File: src/rtl/ex_op_sequencer_if.sv
// ex_op_sequencer_if: handshake and datapath-sampling bundle for the execute-stage sequencer.
//   Upstream (ID/EX) : flush, in_valid, in_ready, in_alu_fpu, in_jump_src, in_fpu_op, in_rd
//   EX datapath      : ex_result, fpu_start, fpu_hold
//   Downstream (MEM) : out_valid, out_ready, out_result, out_rd
//   Status           : busy
// The "slave" modport is the sequencer; the "master" modport is its environment.
interface ex_op_sequencer_if #(
  parameter int BUS_WIDTH      = 64,
  parameter int FPU_OP_WIDTH   = 3,
  parameter int REG_ADDR_WIDTH = 5
);
  logic                      flush;
  logic                      in_valid;
  logic                      in_ready;
  logic                      in_alu_fpu;
  logic                      in_jump_src;
  logic [FPU_OP_WIDTH-1:0]   in_fpu_op;
  logic [REG_ADDR_WIDTH-1:0] in_rd;
  logic [BUS_WIDTH-1:0]      ex_result;
  logic                      fpu_start;
  logic                      fpu_hold;
  logic                      out_valid;
  logic                      out_ready;
  logic [BUS_WIDTH-1:0]      out_result;
  logic [REG_ADDR_WIDTH-1:0] out_rd;
  logic                      busy;

  modport master (
    output flush, in_valid, in_alu_fpu, in_jump_src, in_fpu_op, in_rd, ex_result, out_ready,
    input  in_ready, fpu_start, fpu_hold, out_valid, out_result, out_rd, busy
  );

  modport slave (
    input  flush, in_valid, in_alu_fpu, in_jump_src, in_fpu_op, in_rd, ex_result, out_ready,
    output in_ready, fpu_start, fpu_hold, out_valid, out_result, out_rd, busy
  );
endinterface

File: src/rtl/ex_op_sequencer.sv
// ex_op_sequencer: execute-stage controller that lets multi-cycle FPU ops share
// the EX stage with single-cycle ALU/jump ops. It never alters the datapath; it
// only stalls upstream, tells the FPU when to start/hold, and samples ex_result
// into a held result register offered to MEM with valid/ready.
//   clk   : rising-edge clock
//   rst_n : asynchronous active-low reset
//   bus   : ex_op_sequencer_if.slave (upstream handshake, FPU control, MEM handshake)
module ex_op_sequencer #(
  parameter int BUS_WIDTH      = 64,
  parameter int FPU_OP_WIDTH   = 3,
  parameter int REG_ADDR_WIDTH = 5,
  parameter int ADD_LAT        = 3,
  parameter int MUL_LAT        = 4,
  parameter int DIV_LAT        = 12,
  parameter int SQRT_LAT       = 16
) (
  input  logic             clk,
  input  logic             rst_n,
  ex_op_sequencer_if.slave bus
);

  typedef enum logic [1:0] {IDLE, BUSY, DONE} state_e;

  state_e                    state_q;
  logic [4:0]                count_q;
  logic                      out_valid_q;
  logic                      fpu_hold_q;
  logic [BUS_WIDTH-1:0]      out_result_q;
  logic [REG_ADDR_WIDTH-1:0] out_rd_q;

  logic [4:0] lat_d;
  logic       single_d;
  logic       accept_d;

  // Latency of the presented FPU op; min/max/sign-inject and unknown codes take one cycle.
  always_comb begin
    lat_d = 5'd1;
    case (bus.in_fpu_op)
      FPU_OP_WIDTH'(0), FPU_OP_WIDTH'(1): lat_d = 5'(ADD_LAT);
      FPU_OP_WIDTH'(2):                   lat_d = 5'(MUL_LAT);
      FPU_OP_WIDTH'(3):                   lat_d = 5'(DIV_LAT);
      FPU_OP_WIDTH'(4):                   lat_d = 5'(SQRT_LAT);
      default:                            lat_d = 5'd1;
    endcase
  end

  // Jumps complete in one cycle regardless of in_alu_fpu.
  assign single_d = bus.in_jump_src || !bus.in_alu_fpu || (lat_d == 5'd1);

  // Nothing is accepted while reset is held, so a stalled upstream that keeps
  // in_valid high cannot provoke an fpu_start during reset.
  assign bus.in_ready = rst_n && !bus.flush &&
                        ((state_q == IDLE) || ((state_q == DONE) && bus.out_ready));
  assign accept_d      = bus.in_valid && bus.in_ready;
  assign bus.fpu_start = accept_d && !single_d;

  assign bus.fpu_hold   = fpu_hold_q;
  assign bus.out_valid  = out_valid_q;
  assign bus.out_result = out_result_q;
  assign bus.out_rd     = out_rd_q;
  assign bus.busy       = (state_q != IDLE);

  always_ff @(posedge clk or negedge rst_n) begin
    if (!rst_n) begin
      state_q      <= IDLE;
      count_q      <= 5'd0;
      out_valid_q  <= 1'b0;
      fpu_hold_q   <= 1'b0;
      out_result_q <= '0;
      out_rd_q     <= '0;
    end else if (bus.flush) begin
      // Flush beats everything, including a pending MEM handshake.
      state_q     <= IDLE;
      count_q     <= 5'd0;
      out_valid_q <= 1'b0;
      fpu_hold_q  <= 1'b0;
    end else begin
      case (state_q)
        IDLE, DONE: begin
          if (accept_d) begin
            out_rd_q <= bus.in_rd;
            if (single_d) begin
              // Back-to-back from DONE lands here too, giving no bubble.
              out_result_q <= bus.ex_result;
              state_q      <= DONE;
              out_valid_q  <= 1'b1;
              fpu_hold_q   <= 1'b0;
            end else begin
              count_q     <= lat_d - 5'd1;
              state_q     <= BUSY;
              out_valid_q <= 1'b0;
              fpu_hold_q  <= 1'b1;
            end
          end else if ((state_q == DONE) && bus.out_ready) begin
            state_q     <= IDLE;
            out_valid_q <= 1'b0;
          end
        end
        BUSY: begin
          count_q <= count_q - 5'd1;
          // count==1 marks the FPU's final cycle: its result is on ex_result now.
          if (count_q == 5'd1) begin
            out_result_q <= bus.ex_result;
            state_q      <= DONE;
            out_valid_q  <= 1'b1;
            fpu_hold_q   <= 1'b0;
          end
        end
        default: begin
          state_q     <= IDLE;
          out_valid_q <= 1'b0;
          fpu_hold_q  <= 1'b0;
        end
      endcase
    end
  end

endmodule

File: src/flat_wrapper.sv
// flat-port wrapper written by rule: the top's interface ports become plain ports
module ex_op_sequencer_flat 
#(
  parameter int BUS_WIDTH      = 64,
  parameter int FPU_OP_WIDTH   = 3,
  parameter int REG_ADDR_WIDTH = 5,
  parameter int ADD_LAT        = 3,
  parameter int MUL_LAT        = 4,
  parameter int DIV_LAT        = 12,
  parameter int SQRT_LAT       = 16
)
  (clk, rst_n, bus_flush, bus_in_valid, bus_in_alu_fpu, bus_in_jump_src, bus_in_fpu_op, bus_in_rd, bus_ex_result, bus_out_ready, bus_in_ready, bus_fpu_start, bus_fpu_hold, bus_out_valid, bus_out_result, bus_out_rd, bus_busy);
  ex_op_sequencer_if #(.BUS_WIDTH(BUS_WIDTH), .FPU_OP_WIDTH(FPU_OP_WIDTH), .REG_ADDR_WIDTH(REG_ADDR_WIDTH)) bus_i ();
  input  logic clk;
  input  logic rst_n;
  input wire logic [$bits(bus_i.flush)-1:0] bus_flush;
  input wire logic [$bits(bus_i.in_valid)-1:0] bus_in_valid;
  input wire logic [$bits(bus_i.in_alu_fpu)-1:0] bus_in_alu_fpu;
  input wire logic [$bits(bus_i.in_jump_src)-1:0] bus_in_jump_src;
  input wire logic [$bits(bus_i.in_fpu_op)-1:0] bus_in_fpu_op;
  input wire logic [$bits(bus_i.in_rd)-1:0] bus_in_rd;
  input wire logic [$bits(bus_i.ex_result)-1:0] bus_ex_result;
  input wire logic [$bits(bus_i.out_ready)-1:0] bus_out_ready;
  output wire logic [$bits(bus_i.in_ready)-1:0] bus_in_ready;
  output wire logic [$bits(bus_i.fpu_start)-1:0] bus_fpu_start;
  output wire logic [$bits(bus_i.fpu_hold)-1:0] bus_fpu_hold;
  output wire logic [$bits(bus_i.out_valid)-1:0] bus_out_valid;
  output wire logic [$bits(bus_i.out_result)-1:0] bus_out_result;
  output wire logic [$bits(bus_i.out_rd)-1:0] bus_out_rd;
  output wire logic [$bits(bus_i.busy)-1:0] bus_busy;
  assign bus_i.flush = bus_flush;
  assign bus_i.in_valid = bus_in_valid;
  assign bus_i.in_alu_fpu = bus_in_alu_fpu;
  assign bus_i.in_jump_src = bus_in_jump_src;
  assign bus_i.in_fpu_op = bus_in_fpu_op;
  assign bus_i.in_rd = bus_in_rd;
  assign bus_i.ex_result = bus_ex_result;
  assign bus_i.out_ready = bus_out_ready;
  assign bus_in_ready = bus_i.in_ready;
  assign bus_fpu_start = bus_i.fpu_start;
  assign bus_fpu_hold = bus_i.fpu_hold;
  assign bus_out_valid = bus_i.out_valid;
  assign bus_out_result = bus_i.out_result;
  assign bus_out_rd = bus_i.out_rd;
  assign bus_busy = bus_i.busy;
  ex_op_sequencer #(.BUS_WIDTH(BUS_WIDTH), .FPU_OP_WIDTH(FPU_OP_WIDTH), .REG_ADDR_WIDTH(REG_ADDR_WIDTH), .ADD_LAT(ADD_LAT), .MUL_LAT(MUL_LAT), .DIV_LAT(DIV_LAT), .SQRT_LAT(SQRT_LAT)) u_core (.clk(clk), .rst_n(rst_n), .bus(bus_i));
endmodule
File: config.mk
export PLATFORM = sky130hd
export DESIGN_NAME = ex_op_sequencer_flat
export DESIGN_NICKNAME = d
export VERILOG_FILES = /design/src/rtl/ex_op_sequencer_if.sv /design/src/rtl/ex_op_sequencer.sv /design/src/flat_wrapper.sv
export SDC_FILE = /design/constraint.sdc
export NUM_CORES = 1
export LEC_CHECK = 0
export ABC_CLOCK_PERIOD_IN_PS = 2200
export BUFFER_PORTS_ARGS = -buffer_cell sky130_fd_sc_hd__buf_4
export CAP_MARGIN = 20
export CORE_MARGIN = 8
export CORE_UTILIZATION = 42
export CTS_BUF_LIST = sky130_fd_sc_hd__clkbuf_16
export CTS_CLUSTER_SIZE = 30
export DETAILED_ROUTE_END_ITERATION = 10
export MAX_ROUTING_LAYER = met4
export PLACE_DENSITY_LB_ADDON = 0.25
export SLEW_MARGIN = 5
export SYNTH_ARGS = -nofsm -noshare
export SYNTH_HDL_FRONTEND = slang
export SYNTH_SLANG_ARGS = --single-unit
File: constraint.sdc
create_clock -name clk -period 2.2 [get_ports clk]
set_clock_uncertainty 0.15 [all_clocks]
set_input_delay 0.11 -clock clk [delete_from_list [all_inputs] [get_ports clk]]
set_output_delay 0.11 -clock clk [all_outputs]
set_load 0.1 [all_outputs]
==> reports/qor.csv <==
metric,value,unit
die area,10700,µm²
status,finished clean,
Synth Area in XOR/XNOR,0.00272,
aggregate negative setup slack,0,ns
Tmin final,2.10,ns
Comb power frac,0.522,
clk sink count,77,
Routability Congestion,0.800,
Mapped Nets,306,
max_slew headroom,0.362,
Yosys warning count,0,
Required @ worst endpoint,1.94,ns
Synth Area in Adders,0.00776,
leakage dissipation,2.64,nW
CTS tree,built,
Root Buffer,clkbuf_16,
initial antenna violation count,0,
wire length per cell,16.6,µm
Mapped Avg Cell Area,14.3,µm²
Max Slew Vio Count,0,
via/cell ratio,4.74,
Simple-Gate Fraction of Synth Area,0.0861,
RSZ-0062 raised after global routing,yes,
largest net degree at the start of global routing,78,
Hold Path Sink,u_core.bus.fpu_hold$_DFFE_PN0P_,
Final Total Pwr,7.00,mW
Peak supply drop,541,µV
Initial Util,0.426,
fin area,5520,µm²
nature of the critical path startpoint,register,
CTS buffer count,9,
sequential fraction of the synthesis area,0.598,
post-synthesis sequential element count,77,
layout overhead on the synthesized area,71.3,%
Boundary Pins,153,
H-tree depth,3,
antenna-violating nets left,0,
Worst R2R Path Depth,5,
"most common cell after layout, fill and taps aside",buf_4,
Critical R2R Launch,u_core.state_q[1]$_DFFE_PN0P_,
die height,104,µm
Die Width,104,µm
post-synthesis compound-gate area fraction,0.0400,
WS Path Type,reg -> out,
power share of the clock group,0.205,
first-pass GRT wire length,15800,µm
Sw Pwr,3.59,mW
synthesized cell area,3220,µm²
DRC viols,0,
Post-Place Cell Area,4480,µm²
max-cap viol count,0,
sequential power share,0.273,
DR vias,2668,
Final Hold Viols,0,
HPWL Detailed,6250,µm
crit path capture type,output pin,
Hold Path Depth,3,
vias in the first global route,2994,
R2R setup slack,0.11,ns
Initial DRC Count,65,
mux share of post-synthesis cell area,0.224,
Diodes inserted,0,
prevailing post-synth register cell,dfrtp_1,
Max Clk Rate,476,MHz
R2R Path End,u_core.bus.out_result[35]$_DFFE_PN0P_,
DRT Pass-1 Iters,4,
Hold Path Class,in -> reg,
Total GRT Usage,0.187,
"EDFF count, synth",0,
"FFs w/ async S/R, synth",1.00,
# port buffers,152,
"Reg clk slew, reported paths",0.06,ns
Internal,3.41,mW
cell area power density,1270,nW/µm²
GRT overflow,0,
fin nets,537,
cells after synthesis,225,
Net Sw Frac,0.513,
most frequent cells in the layout,"155 x buf_4, 76 x dfrtp_1, 71 x dlygate4sd3_1, 64 x mux2_1, 16 x nand2_1",
period utilization,0.954,
Slew @ Worst Pin,0.956,ns
clock latency on the worst-skew pair,0.32,ns
CP max FO,9,
layout filler cell count,484,
row cnt,32,
total core area,7570,µm²
DRT Wirelength,9360,µm
HP Start,bus_flush,
final setup fails,0,
layout cells sized above 1,0.397,
worst endpoint data arrival time,1.84,ns
Clock Path Buffers,2,
number of library cell types mapped by synthesis,38,
main combinational cell family by area after synthesis,multiplexers,
-- worst max-delay path by stage --
| stage | startpoint | to | slack, ns | cells after the start |
|---|---|---|---|---|
| CTS | rst_n | bus_fpu_start | 0.006 | 8 |
| floorplan | u_core.state_q[1]$_DFFE_PN0P_ | u_core.bus.out_result[0]$_DFFE_PN0P_ | -0.11 | 6 |
| global route | u_core.state_q[1]$_DFFE_PN0P_ | bus_fpu_start | -0.01 | 6 |
| detailed placement | u_core.count_q[1]$_DFFE_PN0P_ | u_core.bus.out_result[59]$_DFFE_PN0P_ | 0.05 | 6 |
| finish | u_core.state_q[1]$_DFFE_PN0P_ | bus_fpu_start | 0.10 | 6 |
| global placement | u_core.count_q[1]$_DFFE_PN0P_ | u_core.bus.out_result[4]$_DFFE_PN0P_ | 0.16 | 6 |
-- metal layers --
| metal | vias up | wire length [µm] | track usage |
|---|---|---|---|
| met5 | - | 0 | - |
| met4 | 0 | 82 | 0.0483 |
| met3 | 6 | 558 | 0.0589 |
| met2 | 103 | 4770 | 0.310 |
| met1 | 1296 | 3950 | 0.213 |
| li1 | 1263 | - | - |
-- critical path: stages (launching register included) --
cell,delay [ns]
dfrtp_4,0.51
nor2b_4,0.15
nor4b_4,0.33
buf_6,0.19
nand2_4,0.08
clkinv_2,0.08
buf_12,0.17
-- layout make-up --
class	count	area, µm²	area share
flip-flops and latches	77	1930	0.349
well taps	102	128	0.0231
clock buffers	9	225	0.0408
clock inverters	7	66.3	0.0120
repair buffers	231	1970	0.356
multi-input cells	132	1190	0.215
inverters	5	20.0	0.00362
-- through the flow --
step | hold WS (ns) | cells | setup slack, ns | util
final | 0.0445 | 563 | 0.101 | 0.730
after CTS | 0.0281 | 563 | 0.00606 | 0.726
after global routing | 0.0520 | 563 | -0.0107 | 0.730
after global placement | 0.151 | 476 | 0.160 | 0.593
after floorplan | -0.336 | 225 | -0.106 | -
after detailed placement | 0.158 | 476 | 0.0453 | 0.593
-- power groups by stage --
stage	logic [mW]	clock network (mW)	registers (mW)
finish	3.65	1.44	1.92
global route	3.75	1.53	1.96
CTS	3.66	1.47	1.91
detailed placement	3.55	0	1.94
global placement	3.52	0	1.92
floorplan	0.324	0	4.32
-- cell usage after synthesis (all sizes together) (2+ instances only) --
library cell / number / area, µm²
o211ai: 2 / 15.0
buf: 8 / 106
mux2: 64 / 721
o31ai: 2 / 15.0
nor3: 4 / 20.0
nor3b: 2 / 15.0
nor2b: 2 / 20.0
inv: 4 / 15.0
dfrtp: 77 / 1930
nor4: 2 / 12.5
nand2: 17 / 63.8
nand2b: 5 / 31.3
a211oi: 2 / 15.0
ha: 2 / 25.0
clkbuf: 3 / 11.3
o21ai: 4 / 20.0
a21oi: 2 / 10.0
nor4b: 2 / 32.5
nand3b: 3 / 22.5
nor2: 5 / 18.8
-- logic make-up (layout without fill, tap and decap cells) --
family	Yosys count	after routing
DFF	77	77
adders and majority gates	2	2
buffers and inverters	16	252
xor gates and xnor gates	1	1
muxes	64	64
and+or+nand+nor	47	47
AOI/OAI and AO/OA	18	18
-- flip-flops by register name, summed over array words and instances (netlist names) --
signal / cells
u_core.bus.out_result: 64
u_core.bus.out_rd: 5
u_core.count_q: 5
u_core.state_q: 2
u_core.bus.fpu_hold: 1
-- timing repair --
item | 4_1_cts | 5_1_grt
endpoints found under the setup margin | 1 | 56
cloned | 0 | 0
pin swaps | 0 | 1
hold buffers | 71 | 0
hold endpoints to repair | 150 | 0
resized for setup | 1 | 7
setup buffers | 0 | 0
No activity file was read; power rests on OpenSTA's default activity.
